### src/rtl/ex_muldiv_unit_pkg.sv
// Shared encodings and constants for the EX-stage multiply/divide unit.
// Optional single-cycle multiply path is selected by MULDIV_FAST_MUL_EN.
package md_pkg;

  localparam int MD_WIDTH = 32;
  localparam int MD_ITER  = 32;

  // Value 7 is deliberately not enumerated; decoders treat it like MD_NONE.
  typedef enum logic [2:0] {
    MD_NONE  = 3'd0,
    MD_MULT  = 3'd1,
    MD_MULTU = 3'd2,
    MD_DIV   = 3'd3,
    MD_DIVU  = 3'd4,
    MD_MTHI  = 3'd5,
    MD_MTLO  = 3'd6
  } md_op_e;

  typedef enum logic [1:0] {
    IDLE = 2'd0,
    CALC = 2'd1,
    FIX  = 2'd2
  } md_state_e;

  function automatic logic is_muldiv(input md_op_e op);
    return (op == MD_MULT) || (op == MD_MULTU) || (op == MD_DIV) || (op == MD_DIVU);
  endfunction

  function automatic logic is_signed_op(input md_op_e op);
    return (op == MD_MULT) || (op == MD_DIV);
  endfunction

  function automatic logic is_div_op(input md_op_e op);
    return (op == MD_DIV) || (op == MD_DIVU);
  endfunction

endpackage

### src/rtl/md_div_core.sv
// Iterative restoring divider on unsigned magnitudes: one quotient bit per step.
// Sequencing (load/step) is owned by the ex_muldiv_unit FSM.
module md_div_core #(
  parameter int WIDTH = 32
) (
  input  logic             clk,
  input  logic             rst,
  input  logic             load,
  input  logic             step,
  input  logic [WIDTH-1:0] dividend,
  input  logic [WIDTH-1:0] divisor,
  output logic [WIDTH-1:0] quotient,
  output logic [WIDTH-1:0] remainder
);

  logic [WIDTH-1:0] rem_q;
  logic [WIDTH-1:0] quo_q;
  logic [WIDTH-1:0] dvsr_q;

  logic [WIDTH:0]   shifted;
  logic             ge;
  logic [WIDTH-1:0] trial;

  // Partial remainder stays below the divisor, so the trial difference fits WIDTH bits.
  assign shifted = {rem_q, quo_q[WIDTH-1]};
  assign ge      = (shifted >= {1'b0, dvsr_q});
  assign trial   = shifted[WIDTH-1:0] - dvsr_q;

  // NOTE: sequential state uses non-blocking assignments so every flop samples pre-edge values.
  always_ff @(posedge clk or posedge rst) begin
    if (rst) begin
      rem_q  <= '0;
      quo_q  <= '0;
      dvsr_q <= '0;
    end else if (load) begin
      rem_q  <= '0;
      quo_q  <= dividend;
      dvsr_q <= divisor;
    end else if (step) begin
      rem_q  <= ge ? trial : shifted[WIDTH-1:0];
      quo_q  <= {quo_q[WIDTH-2:0], ge};
    end
  end

  assign quotient  = quo_q;
  assign remainder = rem_q;

endmodule

### src/rtl/ex_muldiv_unit.sv
// EX-stage multiply/divide unit owning HI/LO; iterative shift-add multiply and restoring divide.
// Defining MULDIV_FAST_MUL_EN replaces the iterative multiply with a single-cycle multiplier.
module ex_muldiv_unit
  import md_pkg::*;
#(
  parameter int WIDTH = MD_WIDTH,
  parameter int ITER  = MD_ITER
) (
  input  logic             clk,
  input  logic             rst,
  input  logic             EX_start,
  input  logic [2:0]       EX_MDOp,
  input  logic [WIDTH-1:0] EX_rfOut1,
  input  logic [WIDTH-1:0] EX_rfOut2,
  input  logic             EX_cancel,
  output logic             busy,
  output logic             done,
  output logic [WIDTH-1:0] HI,
  output logic [WIDTH-1:0] LO
);

  localparam int CW = (ITER > 1) ? $clog2(ITER) : 1;

  function automatic logic [WIDTH-1:0] mag(input logic [WIDTH-1:0] v, input logic sgn);
    return (sgn && v[WIDTH-1]) ? -v : v;
  endfunction

  md_state_e        state, next_state;
  md_op_e           op;
  logic [CW-1:0]    cnt;
  logic             busy_q;
  logic [WIDTH-1:0] hi_q, lo_q;

  logic             op_is_div, op_signed;
  logic [WIDTH-1:0] op_a, op_b;
  logic [WIDTH-1:0] mcand;
  logic [2*WIDTH-1:0] prod;

  logic             accept, load, step, commit;
  logic [WIDTH:0]   add_sum;
  logic [2*WIDTH-1:0] prod_mag, prod_fix;
  logic [WIDTH-1:0] div_quo, div_rem;
  logic [WIDTH-1:0] res_hi, res_lo;

  assign op     = md_op_e'(EX_MDOp);
  assign accept = (state == IDLE) && EX_start && !EX_cancel;

  // NOTE: every always_comb output gets a default first so no path infers a latch.
  always_comb begin
    next_state = state;
    load       = 1'b0;
    step       = 1'b0;
    unique case (state)
      IDLE: begin
        if (accept && is_muldiv(op)) begin
          load = 1'b1;
`ifdef MULDIV_FAST_MUL_EN
          next_state = is_div_op(op) ? CALC : FIX;
`else
          next_state = CALC;
`endif
        end
      end
      CALC: begin
        if (EX_cancel) begin
          next_state = IDLE;
        end else begin
          step = 1'b1;
          if (cnt == '0) next_state = FIX;
        end
      end
      FIX:     next_state = IDLE;
      default: next_state = IDLE;
    endcase
  end

  md_div_core #(.WIDTH(WIDTH)) u_div (
    .clk       (clk),
    .rst       (rst),
    .load      (load),
    .step      (step && op_is_div),
    .dividend  (mag(EX_rfOut1, is_signed_op(op))),
    .divisor   (mag(EX_rfOut2, is_signed_op(op))),
    .quotient  (div_quo),
    .remainder (div_rem)
  );

  // Shift-add step: conditionally add multiplicand into the high half, then shift right.
  assign add_sum = {1'b0, prod[2*WIDTH-1:WIDTH]} + (prod[0] ? {1'b0, mcand} : '0);

`ifdef MULDIV_FAST_MUL_EN
  assign prod_mag = {{WIDTH{1'b0}}, mcand} * {{WIDTH{1'b0}}, prod[WIDTH-1:0]};
`else
  assign prod_mag = prod;
`endif

  assign prod_fix = (op_signed && (op_a[WIDTH-1] ^ op_b[WIDTH-1])) ? -prod_mag : prod_mag;

  always_comb begin
    res_hi = prod_fix[2*WIDTH-1:WIDTH];
    res_lo = prod_fix[WIDTH-1:0];
    if (op_is_div) begin
      if (op_b == '0) begin
        res_hi = op_a;
        res_lo = '1;
      end else begin
        res_lo = (op_signed && (op_a[WIDTH-1] ^ op_b[WIDTH-1])) ? -div_quo : div_quo;
        res_hi = (op_signed && op_a[WIDTH-1]) ? -div_rem : div_rem;
      end
    end
  end

  assign commit = (state == FIX) && !EX_cancel;

  always_ff @(posedge clk or posedge rst) begin
    if (rst) begin
      state     <= IDLE;
      busy_q    <= 1'b0;
      cnt       <= '0;
      hi_q      <= '0;
      lo_q      <= '0;
      op_is_div <= 1'b0;
      op_signed <= 1'b0;
      op_a      <= '0;
      op_b      <= '0;
      mcand     <= '0;
      prod      <= '0;
    end else begin
      state  <= next_state;
      busy_q <= (next_state != IDLE);

      if (load) begin
        op_is_div <= is_div_op(op);
        op_signed <= is_signed_op(op);
        op_a      <= EX_rfOut1;
        op_b      <= EX_rfOut2;
        mcand     <= mag(EX_rfOut1, is_signed_op(op));
        prod      <= {{WIDTH{1'b0}}, mag(EX_rfOut2, is_signed_op(op))};
        cnt       <= CW'(ITER - 1);
      end else if (step) begin
        cnt <= cnt - 1'b1;
        if (!op_is_div) prod <= {add_sum, prod[WIDTH-1:1]};
      end

      if (commit) begin
        hi_q <= res_hi;
        lo_q <= res_lo;
      end else if (accept && (op == MD_MTHI)) begin
        hi_q <= EX_rfOut1;
      end else if (accept && (op == MD_MTLO)) begin
        lo_q <= EX_rfOut1;
      end
    end
  end

  assign busy = busy_q;
  assign done = commit;
  assign HI   = hi_q;
  assign LO   = lo_q;

endmodule
### config.mk
export PLATFORM = sky130hd
export DESIGN_NAME = ex_muldiv_unit
export DESIGN_NICKNAME = d
export VERILOG_FILES = /design/src/rtl/ex_muldiv_unit_pkg.sv /design/src/rtl/md_div_core.sv /design/src/rtl/ex_muldiv_unit.sv
export SDC_FILE = /design/constraint.sdc
export NUM_CORES = 1
export LEC_CHECK = 0
export BUFFER_PORTS_ARGS = -buffer_cell sky130_fd_sc_hd__buf_2
export CAP_MARGIN = 30
export CORE_UTILIZATION = 37
export DETAILED_ROUTE_END_ITERATION = 7
export PLACE_DENSITY = 0.57
export SLEW_MARGIN = 25
export SYNTH_ARGS = -nofsm -noshare
export SYNTH_HDL_FRONTEND = slang
export SYNTH_SLANG_ARGS = --single-unit
### constraint.sdc
create_clock -name clk -period 17.1 [get_ports clk]
set_clock_uncertainty 0.1 [all_clocks]
set_input_delay 5.13 -clock clk [delete_from_list [all_inputs] [get_ports clk]]
set_output_delay 5.13 -clock clk [all_outputs]
set_load 0.02 [all_outputs]
# After elaboration in Yosys (flattened, before gate mapping)

Index checks and enable logic that the tools add are counted.

Register bits after elaboration: 330
Bits in latches: 0
Memory bits (writable): 0
ROM bits: 0
Input port bits: 71
Output and inout port bits: 66
Word-level logic and storage cells: 94
Memories kept: 0

Add/sub/neg operators: 8
Multipliers: 0
Div/mod/pow operators: 0
Order comparisons: 1
Eq/ne operators: 10
Shifts and indexed selects: 0
Muxes and demuxes: 33
Bitwise logic cells: 1
Reduce and logical (&&, ||, !) cells: 27

Operators by type and width:

| cell                                                 | number |
|---|---|
| 2-to-1 mux 32 bit                                    | 19 |
| 2-to-1 mux 64 bit                                    | 4 |
| negation 32 bit                                      | 4 |
| negation 64 bit                                      | 1 |
| adder 32 x 32 -> 33 bit                              | 1 |
| >= comparator 33 x 32 -> 1 bit                       | 1 |
| logical NOT 32 bit                                   | 1 |
| subtractor 32 bit                                    | 1 |
| logical AND 1 bit                                    | 11 |
| 2-to-1 mux 5 bit                                     | 2 |
| nonzero test 2 bit                                   | 5 |
| equality test 3 bit (second input constant)          | 3 |
| equality test 3 x 2 -> 1 bit (second input constant) | 2 |
| 2-to-1 mux 2 bit                                     | 3 |
| logical NOT 5 bit                                    | 1 |
| logical OR 1 bit                                     | 5 |
| subtractor 5 x 1 -> 5 bit (second input constant)    | 1 |
| 2-to-1 mux 1 bit                                     | 4 |
| case mux 2 bit (2 select lines)                      | 1 |
| AND reduction 2 bit                                  | 2 |
| equality test 3 x 1 -> 1 bit (second input constant) | 1 |
| equality test 2 x 1 -> 1 bit (second input constant) | 1 |
| equality test 2 bit (second input constant)          | 1 |
| logical NOT 2 bit                                    | 1 |
| 4 further kinds                                      | 4 |

# Longest topological paths before layout

Depth in word-level cells: 9
Depth in mapped cells: 15
Mapped depth without buffers: 14

# Modules after synthesis

A second synthesis with hierarchy kept.

Cells, all modules: 2628
Area, all modules: 21872.2 um^2

Modules (own cells, without submodules):

| module         | instances | cells each | area each (um^2) | sequential area each (um^2) |
|---|---|---|---|---|
| ex_muldiv_unit | 1         | 1952       | 15737.6          | 5830.6 |
| md_div_core    | 1         | 676        | 6134.6           | 2402.3 |

# Least setup slack after synthesis

No wires, ideal clock.

Path kind: input to output
Start point: input EX_cancel
End point: output done
Arrival: 5.903 ns
Data required time: 11.870 ns
Path slack: 5.967 ns
Cell stages on the path: 4
Path buffers: 1
Cell sequence: nor2_1 > nand2_1 > clkinv_1 > clkbuf_1

Cells in the longest elaborated chain, start to end: 2

RTL lines:

| what               | line                  | source |
|---|---|---|
| start: declaration | ex_muldiv_unit.sv:15  | `input logic EX_cancel,` |
| logical NOT 1 bit  | ex_muldiv_unit.sv:113 | `assign commit = (state == FIX) && !EX_cancel;` |
| logical AND 1 bit  | ex_muldiv_unit.sv:113 |  |
| end: declaration   | ex_muldiv_unit.sv:17  | `output logic done,` |

No other way between the ends.

# Final worst setup path

Ends and elaborated chain as after synthesis.

==> summary.md <==
| Metric | Value |
|---|---|
| CP max stage delay | 570 ps |
| Part of the power in registers | 34.3% |
| RSZ-0062 raised after global routing | no |
| Critical Path End Type | primary output |
| Final nets | 2822 |
| Slew Limit Headroom | 30.74% |
| Clk root buf | clkbuf_16 |
| Seq/Total Area, Yosys | 38.32% |
| CP Cell Sequence | buf_2, nor2_1, nand2_2, buf_4, clkinv_1, buf_2 |
| DRC Markers | 0 |
| 1st-iter DRT viols | 1909 |
| Leakage power | 11.02 nW |
| R2R Setup Slk | 12750 ps |
| Power density cells | 160.3 nW/um^2 |
| Congestion Overflow GR | 0 |
| CTS tree | done |
| Initial antenna violation count | 0 |
| Fin. Hold Viols | 0 |
| RR Endpoint | prod[31] |
| Unique masters post-synth | 80 |
| Tot GR Track Use | 26.57% |
| HP Class | reg2reg |
| # rows | 87 |
| Ys Warns | 0 |
| CP most frequent cell | buf_2 |
| Clk slew on worst S/H paths | 60 ps |
| Synthesized net count | 2780 |
| HPWL after detailed placement | 57390 um |
| Final worst path period need | 11820 ps |
| Mean Syn Cell Area | 8.124 um^2 |
| Max Cap Violations | 0 |
| Worst Setup Start Kind | primary input |
| Commonest non-fill, non-tap cell in the layout | nand2_1 |
| Hold buffers post-CTS | 0 |
| CORE AREA | 56820 um^2 |
| Dpl cell area | 22670 um^2 |
| CP delay by family, top | buffers and inverters |
| Clock buffer count from CTS | 42 |
| CP Class | in2out |
| Crit path from | EX_cancel |
| Post-synth EDFFs | 0 |
| DR WL/cell | 23.02 um |
| Most common flop cell mapped by yosys | dfrtp_1 |
| Fillers | 5752 |
| CP arrival | 6590 ps |
| Stages on worst setup path | 6 |
| Total number of vias | 20200 |
| Comb pwr share | 40.9% |
| CTS Sinks | 328 |
| Reg2reg path depth | 7 |
| Setup TNS | 0 ps |
| Switching power | 1.660 mW |
| CP endpoint | done |
| Detailed-route wire length | 79780 um |
| Starting Density | 37.70% |
| Layout cell share with drive strength beyond 1 | 10.04% |
| Setup violations, final | 0 |
| Slew at the pin with the worst max-slew slack | 1035 ps |
| Total Power | 3.871 mW |
| Asr flop ratio synth | 100.0% |
| Via density | 5.829 |
| RD Place Congestion | 0.9430 |
| RR Startpoint | state[1] |
| Worst path bufs/invs | 4 |
| First-pass DRT Iterations | 5 |
| Most frequent cells in the layout | nand2_1, dfrtp_1, a21oi_1, o21ai_0, nor2_1 |
| Slowest CP cell | clkinv_1 |
| DIE WIDTH | 242.6 um |
| Yosys reg bits | 328 |
| IO Pins | 137 |
| Switching share of total power | 42.87% |
| Syn Inst Count | 2637 |
| CTS resizes | 0 |
| Post-CTS setup buffer count | 0 |
| CTS max path bufs | 3 |
| Max IR drop VDD | 0.07447 mV |
| FMAX | 84.64 MHz |
| Worst-Skew Late Latency | 580 ps |
| Vias in the first global route | 18700 |
| Die area | 58860 um^2 |
| Antenna-violating nets left | 0 |
| # diodes | 0 |
| H-tree Lvls | 2 |
| CP required | 11870 ps |
| Internal | 2.212 mW |
| Outcome | finished clean |
| Area Growth Syn to Fin | 12.71% |
| Synthesized area | 21420 um^2 |
| Number of port buffers | 136 |
| DIE HEIGHT | 242.6 um |
| First-pass GRT wire length | 119900 um |
| Largest net degree at the start of global routing | 155 |
| Final slew viol count | 0 |
| Final Instance Area | 24140 um^2 |
| Crit-path max FO | 23 |
| Clk pwr share | 24.8% |
| Crit share post-route | 69.10% |
[cell type report]
type                    instances  area [um^2]  share of cell area [%]
clock buffers                  54         1136                   4.705
clock inverters                21        326.6                   1.353
inverters                      73        281.5                   1.166
multi-input cells            2071        12350                   51.13
flip-flops and latches        328         8209                   34.00
well taps                     756        945.9                   3.918
repair buffers                163        899.6                   3.726
[flip-flops by register name, summed over array words and instances, names as in the netlist]
register	count
state	2
u_div.dvsr_q	32
op_signed	1
u_div.remainder	32
prod	64
op_is_div	1
mcand	31
op_a	32
HI	32
cnt	5
u_div.quotient	32
op_b	31
LO	32
busy	1
[logic make-up (layout without fill, tap and decap cells)]
family                     after synthesis  after routing  synth area share (%)
and+or+nand+nor                       1006           1006                 21.39
AOI/OAI and AO/OA                      740            740                 21.24
DFF                                    328            328                 38.32
buffers and inverters                  238            311                 4.316
xor gates and xnor gates               235            235                 9.608
adders and majority gates               72             72                 4.275
muxes                                   18             18                0.8469
[worst reg2reg max path: stages (launching register included)]
cell and delay, ps:
dfrtp_1 430, nor4b_2 780, and2_4 800, buf_4 710, buf_4 810, nand2_1 210
a21oi_1 290, a221o_1 160
[per-stage QoR]
step,setup WS [ps],util (%),std cells,hold WS (ps)
after floorplan,2787,-,2637,337.5
after global placement,5377,39.90,3390,354.8
after detailed placement,5312,39.90,3390,354.6
after CTS,5313,42.47,3465,368.7
after global routing,5215,42.49,3466,389.7
final,5285,42.49,3466,362.4
[routing by layer]
layer	track usage [%]	vias to the layer above	part of all wire (%)
li1	-	9343	-
met1	37.52	9888	45
met5	0	-	0
met2	41.06	831	44
met3	3.041	141	6.6
met4	11.30	0	4.4
[power groups by stage]
stage | Combinational (mW) | Sequential (mW) | Clock (mW)
after global routing | 1.74 | 1.36 | 1.01
after floorplan | 1.11 | 1.25 | 0
after CTS | 1.57 | 1.32 | 0.978
after detailed placement | 1.56 | 1.33 | 0
final | 1.58 | 1.33 | 0.962
after global placement | 1.54 | 1.32 | 0
[Yosys cell counts (all sizes together) (11+ instances only)]
library cell	number	area, um^2
nand4	19	131.4
nor4	29	187.7
xor2	106	928.4
a22oi	25	187.7
o41ai	19	196.4
o31ai	17	127.6
a21o	46	345.3
xnor2	129	1130
nand2	486	1827
a221oi	17	155.1
clkbuf	153	574.3
and2	44	275.3
and3	66	412.9
o22ai	22	137.6
nor3	44	225.2
o21ai	223	1116
or4	14	120.1
a21oi	231	1156
a31oi	33	206.5
mux2i	17	170.2
a221o	12	121.4
or3	18	113.9
inv	72	270.3
nand3	43	215.2
buf	12	76.32
ha	70	875.8
o221ai	20	175.2
nor2	202	768.2
o211ai	15	112.6
a211oi	11	82.58
dfrtp	328	8208
[worst min path at each step]
| stage | start | endpoint | cells after the start |
|---|---|---|---|
| floorplan | mcand[26] | mcand[26] | 2 |
| detailed placement | mcand[24] | mcand[24] | 2 |
| CTS | mcand[24] | mcand[24] | 2 |
| finish | mcand[24] | mcand[24] | 2 |
| global route | mcand[30] | mcand[30] | 2 |
| global placement | mcand[29] | mcand[29] | 2 |
(Power assumes the default switching activity.)
